File: src/rtl/fir_out_formatter.sv
// ---------------------------------------------------------------------------------------------
// fir_out_formatter
//
// Output stage behind the FIR tap/accumulator. Each finished 32-bit signed accumulator sum
// goes through these steps:
//   1. It is arithmetic-shifted right by SHIFT, with optional round-half-up.
//   2. It is saturated to 24-bit signed audio.
//   3. It is queued in a small first-word-fall-through FIFO.
// The serializer drains that FIFO through a valid/ready handshake.
//
// Pipeline: acc_valid_i sampled at edge N+1 -> stage-1 register; edge N+2 -> FIFO write.
//
// Build option:
//   FMT_ROUND_EN  defined   : round half up (add 1 << (SHIFT-1) before shifting, SHIFT > 0)
//                 undefined : plain truncation toward negative infinity
//
// Parameters:
//   SHIFT       arithmetic right shift applied to the accumulator (0..16)
//   FIFO_DEPTH  FIFO entries, power of two (2..16)
//   CNT_W       width of fifo_level_o, log2(FIFO_DEPTH)+1
//
// Ports:
//   clk_i         system clock
//   rst_ni        asynchronous active-low reset
//   acc_valid_i   one-cycle strobe, acc_data_i holds a finished sum
//   acc_data_i    signed accumulator result (32 bit)
//   out_ready_i   downstream accepts out_data_o this cycle
//   out_valid_o   FIFO not empty, out_data_o is valid
//   out_data_o    head-of-FIFO formatted sample (24 bit signed), 0 when empty
//   fifo_level_o  number of buffered samples, 0..FIFO_DEPTH
//   sat_flag_o    sticky: a sample was clipped
//   ovf_flag_o    sticky: a sample was dropped because the FIFO was full
//   clr_flags_i   synchronous clear of both sticky flags (a same-cycle set wins)
// ---------------------------------------------------------------------------------------------
module fir_out_formatter #(
    parameter int unsigned SHIFT      = 8,
    parameter int unsigned FIFO_DEPTH = 4,
    parameter int unsigned CNT_W      = 3
) (
    input  logic              clk_i,
    input  logic              rst_ni,
    input  logic              acc_valid_i,
    input  logic [31:0]       acc_data_i,
    input  logic              out_ready_i,
    output logic              out_valid_o,
    output logic [23:0]       out_data_o,
    output logic [CNT_W-1:0]  fifo_level_o,
    output logic              sat_flag_o,
    output logic              ovf_flag_o,
    input  logic              clr_flags_i
);

    localparam int unsigned PtrW = (FIFO_DEPTH > 1) ? $clog2(FIFO_DEPTH) : 1;
    localparam logic [CNT_W-1:0] LevelFull = CNT_W'(FIFO_DEPTH);

    // -----------------------------------------------------------------------------------------
    // Stage 1: scale (and optionally round) in 33 bits so the round-up cannot wrap
    // -----------------------------------------------------------------------------------------
    logic signed [32:0] acc_ext;
    logic signed [32:0] s1_d, s1_q;
    logic               s1_valid_d, s1_valid_q;

    assign acc_ext = {acc_data_i[31], acc_data_i};

`ifdef FMT_ROUND_EN
    // (1 << SHIFT) >> 1 equals 1 << (SHIFT-1) and collapses to 0 for SHIFT == 0.
    localparam logic signed [32:0] RoundTerm = 33'((64'd1 << SHIFT) >> 1);
    assign s1_d = (acc_ext + RoundTerm) >>> SHIFT;
`else
    assign s1_d = acc_ext >>> SHIFT;
`endif

    assign s1_valid_d = acc_valid_i;

    always_ff @(posedge clk_i or negedge rst_ni) begin
        if (!rst_ni) begin
            s1_valid_q <= 1'b0;
            s1_q       <= '0;
        end else begin
            s1_valid_q <= s1_valid_d;
            s1_q       <= s1_d;
        end
    end

    // -----------------------------------------------------------------------------------------
    // Stage 2: saturate to 24-bit signed
    // -----------------------------------------------------------------------------------------
    logic        in_range;
    logic [23:0] sat_data;
    logic        clip;

    // The value fits in 24 bits when bits 32..23 are all copies of the sign.
    assign in_range = (&s1_q[32:23]) | (~|s1_q[32:23]);
    assign sat_data = in_range   ? s1_q[23:0]  :
                      s1_q[32]   ? 24'h800000  : 24'h7FFFFF;
    assign clip     = s1_valid_q & ~in_range;

    // -----------------------------------------------------------------------------------------
    // Output FIFO (first-word-fall-through)
    // -----------------------------------------------------------------------------------------
    logic [23:0]      mem_q [FIFO_DEPTH];
    logic [PtrW-1:0]  wr_ptr_d, wr_ptr_q;
    logic [PtrW-1:0]  rd_ptr_d, rd_ptr_q;
    logic [CNT_W-1:0] level_d, level_q;
    logic             empty, full;
    logic             push, pop, drop;

    assign empty = (level_q == '0);
    assign full  = (level_q == LevelFull);
    assign pop   = ~empty & out_ready_i;
    // A pop in the same cycle frees the slot, so a push into a full FIFO is still accepted.
    assign push  = s1_valid_q & (~full | pop);
    assign drop  = s1_valid_q & full & ~pop;

    always_comb begin
        wr_ptr_d = wr_ptr_q;
        rd_ptr_d = rd_ptr_q;
        level_d  = level_q;
        if (push) begin
            wr_ptr_d = wr_ptr_q + PtrW'(1);
        end
        if (pop) begin
            rd_ptr_d = rd_ptr_q + PtrW'(1);
        end
        unique case ({push, pop})
            2'b10:   level_d = level_q + CNT_W'(1);
            2'b01:   level_d = level_q - CNT_W'(1);
            default: level_d = level_q;
        endcase
    end

    always_ff @(posedge clk_i or negedge rst_ni) begin
        if (!rst_ni) begin
            wr_ptr_q <= '0;
            rd_ptr_q <= '0;
            level_q  <= '0;
        end else begin
            wr_ptr_q <= wr_ptr_d;
            rd_ptr_q <= rd_ptr_d;
            level_q  <= level_d;
        end
    end

    // Storage needs no reset: the read side is masked whenever the FIFO is empty.
    // On a full push+pop the write lands in the slot being vacated by the head.
    always_ff @(posedge clk_i) begin
        if (push) begin
            mem_q[wr_ptr_q] <= sat_data;
        end
    end

    // -----------------------------------------------------------------------------------------
    // Sticky flags: a set event in the clear cycle wins
    // -----------------------------------------------------------------------------------------
    logic sat_d, sat_q;
    logic ovf_d, ovf_q;

    always_comb begin
        sat_d = (sat_q & ~clr_flags_i) | clip;
        ovf_d = (ovf_q & ~clr_flags_i) | drop;
    end

    always_ff @(posedge clk_i or negedge rst_ni) begin
        if (!rst_ni) begin
            sat_q <= 1'b0;
            ovf_q <= 1'b0;
        end else begin
            sat_q <= sat_d;
            ovf_q <= ovf_d;
        end
    end

    // -----------------------------------------------------------------------------------------
    // Outputs
    // -----------------------------------------------------------------------------------------
    assign out_valid_o  = ~empty;
    assign out_data_o   = empty ? 24'h000000 : mem_q[rd_ptr_q];
    assign fifo_level_o = level_q;
    assign sat_flag_o   = sat_q;
    assign ovf_flag_o   = ovf_q;

endmodule

File: config.mk
export PLATFORM = sky130hd
export DESIGN_NAME = fir_out_formatter
export DESIGN_NICKNAME = d
export VERILOG_FILES = /design/src/rtl/fir_out_formatter.sv
export SDC_FILE = /design/constraint.sdc
export NUM_CORES = 1
export LEC_CHECK = 0
export BUFFER_PORTS_ARGS = -buffer_cell sky130_fd_sc_hd__buf_2
export CAP_MARGIN = 40
export CORE_MARGIN = 2
export CORE_UTILIZATION = 54
export CTS_CLUSTER_SIZE = 10
export DETAILED_ROUTE_END_ITERATION = 6
export GPL_ROUTABILITY_DRIVEN = 0
export PLACE_DENSITY = 0.88
export SYNTH_ARGS = -nofsm -noshare
export SYNTH_HDL_FRONTEND = slang
export SYNTH_SLANG_ARGS = --single-unit
File: constraint.sdc
create_clock -name clk_i -period 2.4 [get_ports clk_i]
set_input_delay 0.36 -clock clk_i [delete_from_list [all_inputs] [get_ports clk_i]]
set_output_delay 0.36 -clock clk_i [all_outputs]
set_load 0.1 [all_outputs]
### Word-level counts from Yosys, hierarchy flattened

Memory sizes are Yosys's and may differ from the RTL's.
Cells that the tools add are included.

| storage, ports and cells | value |
|---|---|
| bits in registers | 34 |
| memories | 1 |
| logic and storage cells | 42 |
| input bits | 37 |
| bits in writable memories | 96 |

Memories:

| memory | depth | width | rd ports | clocked after memory_dff | write ports | RTL line | source |
|---|---|---|---|---|---|---|---|
| mem_q | 4 | 24 | 1 | 0 | 1 | 101 | `logic [23:0] mem_q [FIFO_DEPTH];` |

| operators by class | value |
|---|---|
| reductions and logical operators | 5 |
| equal/unequal tests | 3 |
| muxes and demuxes | 6 |
| $add $sub $neg | 4 |
| bitwise logic cells | 16 |

Operators with widths:

| cell | count |
|---|---|
| 24-bit two-way mux | 3 |
| 10-bit AND reduction | 1 |
| 10-bit OR reduction | 1 |
| 1-bit bitwise AND | 7 |
| 3-bit case mux with 2 select lines | 1 |
| 1-bit inverter | 5 |
| 2-bit by 1-bit adder with 2-bit output (second input constant) | 2 |
| 1-bit OR | 4 |
| 3-bit by 1-bit adder with 3-bit output (second input constant) | 1 |
| 3-bit equality test (second input constant) | 1 |
| 3-bit zero test | 1 |
| 3-bit by 1-bit subtractor with 3-bit output (second input constant) | 1 |
| 2-bit by 1-bit equality test with 1-bit output (second input constant) | 1 |
| 2-bit equality test (second input constant) | 1 |
| 1-bit two-way mux | 2 |
| 2-bit nonzero test | 1 |
| 1-bit zero test | 1 |

### Depth between registers and ports, before layout

| logic depth | value |
|---|---|
| word-level depth | 7 |
| gate-level depth with buffers | 9 |
| gate-level depth less buffers | 9 |

### Worst setup path after synthesis

OpenSTA, ideal clock, no wires.

| timing | value |
|---|---|
| path kind | reg-to-output |
| start | register level_q[0] (netlist: fifo_level_o[0]) |
| end | output port out_data_o[0] |
| cell stages (with the launch flop) | 5 |
| path slack | -1,124 ps |
| data arrival time | 3,164 ps |
| path buffers | 2 |
| cell sequence | dfrtp_1 or3_1 buf_2 clkbuf_1 and2_1 |

| between the ends | value |
|---|---|
| longest elaborated chain between the ends | 2 |

RTL lines:

| what | RTL line | source |
|---|---|---|
| from (decl) | 104 | `logic [CNT_W-1:0] level_d, level_q;` |
| from (signal assigned) | 140 | `level_q <= level_d;` |
| 3-bit zero test | 108 | `assign empty = (level_q == '0);` |
| 24-bit two-way mux | 177 | `assign out_data_o = empty ? 24'h000000 : mem_q[rd_ptr_q];` |
| to (decl) | 46 | `output logic [23:0] out_data_o,` |

No other way between the ends.

### Final worst setup path

| timing | value |
|---|---|
| start | register rd_ptr_q[0] |
| end | output port out_data_o[21] |

| between the ends | value |
|---|---|
| longest elaborated chain between the ends | 2 |

RTL lines:

| what | RTL line | source |
|---|---|---|
| from (decl) | 103 | `logic [PtrW-1:0] rd_ptr_d, rd_ptr_q;` |
| from (signal assigned) | 139 | `rd_ptr_q <= rd_ptr_d;` |
| memory read 4 x 24 bit | n/a |  |
| 24-bit two-way mux | 177 |  |

No other way between the ends.

==> impl_metrics.sql <==
INSERT INTO impl_metrics (metric_group, metric, value, unit) VALUES
('status', 'outcome', 'complete, but fails checks', ''),
('status', 'failed_checks', 'negative setup slack', ''),
('sta', 'tightestPinTransition', '0.856', 'ns'),
('clocking', 'worstSkewPairLatency', '0.51', 'ns'),
('yosys', 'dominantRegCellSynth', 'edfxtp_1', ''),
('yosys', 'syn_nets', '264', ''),
('yosys', 'synth-async-reset-ratio', '0.262', ''),
('worst_setup_path', 'worst-setup-path-type', 'register to output port', ''),
('placed_design', 'portBuffers', '58', ''),
('detailed_routing', 'final_antenna_net_count', '0', ''),
('worst_setup_path', 'crit_path_max_fanout', '5', ''),
('detailed_routing', 'detail_route.vias_per_cell', '5.43', ''),
('sta', 'finClkSkew', '0.00933', 'ns'),
('yosys', 'synth-seq-area-share', '0.780', ''),
('sta', 'setup_slack_of_the_critical_path_after_layout', '-0.0442', 'ns'),
('worst_setup_path', 'critPathCaptureType', 'output port', ''),
('yosys', 'synth.avg_cell_area', '21.6', 'um^2'),
('global_routing', 'first_global_vias', '2676', ''),
('layout', 'post_route_cells_drive_above_1_share', '0.451', ''),
('yosys', 'yosysWarningCount', '0', ''),
('sta', 'finalMaxSlewViolations', '0', ''),
('clocking', 'clock_path_buffers', '2', ''),
('detailed_routing', 'wirelength', '10.6', 'mm'),
('clocking', 'clock_sink_count', '130', ''),
('worst_setup_path', 'crit-reg2reg-launch', 'fifo_level_o[0]', ''),
('detailed_routing', 'wire_per_inst', '23.3', 'um'),
('yosys', 'synth_enable_flop_cells', '96', ''),
('yosys', 'synth.area.top_cells', 'edfxtp_1, dfrtp_1, mux4_2', ''),
('yosys', 'post-synth-top-count-cell', 'edfxtp_1', ''),
('clocking', 'clock_tree.root_cell', 'clkbuf_8', ''),
('sta', 'relSlewSlack', '0.430', ''),
('floorplanning', 'io_pins', '67', ''),
('clocking', 'path_clk_slew', '0.06', 'ns'),
('detailed_routing', 'dr_total_vias', '2477', ''),
('hold_path', 'hold_path_stages', '3', ''),
('hold_path', 'timing.hold.worst.class', 'input pin to register', ''),
('floorplanning', 'die_area', '0.00963', 'mm^2'),
('worst_setup_path', 'worst_path_max_delay_cell', 'mux4_2', ''),
('layout', 'fin_nets', '378', ''),
('layout', 'antenna_cells', '0', ''),
('yosys', 'number_of_instances_in_the_synthesized_netlist', '221', ''),
('sta', 'timing.final.setup_violations', '6', ''),
('worst_setup_path', 'number_of_buffers_and_inverters_on_the_critical_path', '3', ''),
('worst_setup_path', 'timing.critical_path.max_delay_family', 'multiplexers', ''),
('sta', 'hold_viol_final', '0', ''),
('clocking', 'cts_h_tree_lvls', '4', ''),
('worst_setup_path', 'largest_stage_delay_worst_path', '0.52', 'ns'),
('worst_setup_path', 'critical_path.cell_chain', 'buf_6 -> buf_8 -> mux4_2 -> and2_4 -> buf_12', ''),
('hold_path', 'min_delay_worst_endpoint', 'rd_ptr_q[1]', ''),
('worst_setup_path', 'rr_endpoint', 'fifo_level_o[2]', ''),
('global_routing', 'groute.usage.overall', '0.220', ''),
('floorplanning', 'fp.dieH', '98.1', 'um'),
('detailed_routing', 'firstDrtPassIters', '4', ''),
('worst_setup_path', 'timing.reg2reg.worst_path_depth', '9', ''),
('sta', 'setup_tns', '-0.147', 'ns'),
('yosys', 'synth_largest_area_cell', 'edfxtp_1', ''),
('sta', 'timing.final.crit_share', '1.02', ''),
('yosys', 'yosys.area.top_type_share', '0.603', ''),
('worst_setup_path', 'arrival_time_at_the_worst_endpoint', '2.08', 'ns'),
('run', 'max_cap_violations', '0', ''),
('global_routing', 'grt_overflow_total', '0', ''),
('floorplanning', 'initial_standard_cell_utilization_of_the_core', '0.554', ''),
('layout', 'area_growth_syn_to_layout', '38.1', '%'),
('placed_design', 'post-dp-hpwl', '5.06', 'mm'),
('floorplanning', 'placeableCoreArea', '0.00864', 'mm^2'),
('sta', 'highest_attainable_clock_frequency', '0.409', 'GHz'),
('sta', 'finalCriticalPeriod', '2.44', 'ns'),
('detailed_routing', 'drc', '0', ''),
('yosys', 'combined_area_of_all_synthesized_cells', '0.00478', 'mm^2'),
('yosys', 'most_instantiated_cells_after_synthesis', 'edfxtp_1, dfrtp_1, and2_1', ''),
('global_routing', 'global_route_wire_length_before_repair', '15.0', 'mm');
-- how the worst max path moves through the flow --
stage | startpoint | cells past startpoint | end | slack [ns]
floorplan | fifo_level_o[0] | 4 | out_data_o[0] | -0.07
global placement | out_ready_i | 10 | fifo_level_o[2] | 0.32
detailed placement | out_ready_i | 10 | fifo_level_o[2] | 0.23
CTS | rd_ptr_q[0] | 5 | out_data_o[16] | -0.04
global route | rd_ptr_q[0] | 5 | out_data_o[21] | -0.1
finish | rd_ptr_q[0] | 5 | out_data_o[21] | -0.04
-- stage by stage --
stage                     hold WS (ns)  cells  worst slack (ns)  area, um^2  utilization
after floorplan                 0.0644    221           -0.0715        4800            -
after global placement           0.461    392             0.318        5540        0.641
after detailed placement         0.469    392             0.228        5540        0.641
after CTS                        0.163    456           -0.0403        6590        0.763
after global routing             0.191    456           -0.0953        6610        0.765
final                            0.194    456           -0.0442        6610        0.765
-- layout by cell type, fill, tap and decap left out --
master,netlist,layout
and2_1,29,5
and2_4,0,24
buf_12,2,28
buf_16,0,1
buf_2,4,34
buf_4,0,10
buf_6,1,2
buf_8,0,2
bufinv_16,0,1
clkbuf_1,2,5
clkbuf_16,0,16
clkbuf_8,0,6
clkinv_1,0,1
clkinv_2,0,2
clkinvlp_4,0,1
dfrtp_1,34,29
dfrtp_2,0,4
dfrtp_4,0,1
dlygate4sd3_1,0,27
edfxtp_1,96,96
fa_1,1,1
ha_1,5,5
inv_1,7,7
mux2_2,1,1
mux2i_1,1,1
mux4_1,6,1
mux4_2,18,23
nand2_1,1,1
nand3_1,1,1
nor2_1,1,1
nor2b_1,2,2
nor4b_2,0,1
o21ai_0,1,1
or3_1,1,1
xnor2_1,3,3
xor2_1,3,3
-- metal layers --
metal,wire length [um],part of all wire,global-route usage,up-vias
li1,-,-,-,1073
met1,3960,0.37,0.263,1270
met2,5810,0.55,0.382,120
met3,690,0.065,0.0659,14
met4,178,0.017,0.0790,0
met5,0,0,0,-
-- state kept, by name, summed over array words and instances (netlist names) --
register / count
mem_q: 96
sat_flag_o: 1
ovf_flag_o: 1
fifo_level_o: 3
wr_ptr_q: 2
rd_ptr_q: 2
s1_q: 24
s1_valid_q: 1
-- kinds of logic after synthesis --
logic type      count (synthesis)  share of synthesized area
mux                            26                      0.122
simple gates                   36                     0.0463
compound gates                  1                    0.00105
buf+inv                        16                     0.0220
fa+ha+maj                       6                     0.0173
xor+xnor                        6                     0.0110
flops                         130                      0.780
-- area by class of cell --
type	instances	area, um^2
fillers	436	2030
flip-flops and latches	130	3740
clock buffers	27	502
repair buffers	104	1160
clock inverters	5	51.3
multi-input cells	75	993
inverters	7	26.3
well taps	108	135
-- what timing repair did --
item / in CTS / in global routing
hold endpoints to repair: 60 / 0
hold buffers: 27 / 0
gates resized for setup: 60 / 6
setup buffers: 4 / 0
cloned: 1 / 0
endpoints found under the setup margin: 24 / 22
-- worst min-delay path, cell delays in order --
cell and delay, ns:
buf_2 0.12, nand3_1 0.11, xnor2_1 0.08
Power is not shown: default switching activity piles up to over one toggle a cycle in this logic, so the estimate is an artifact.
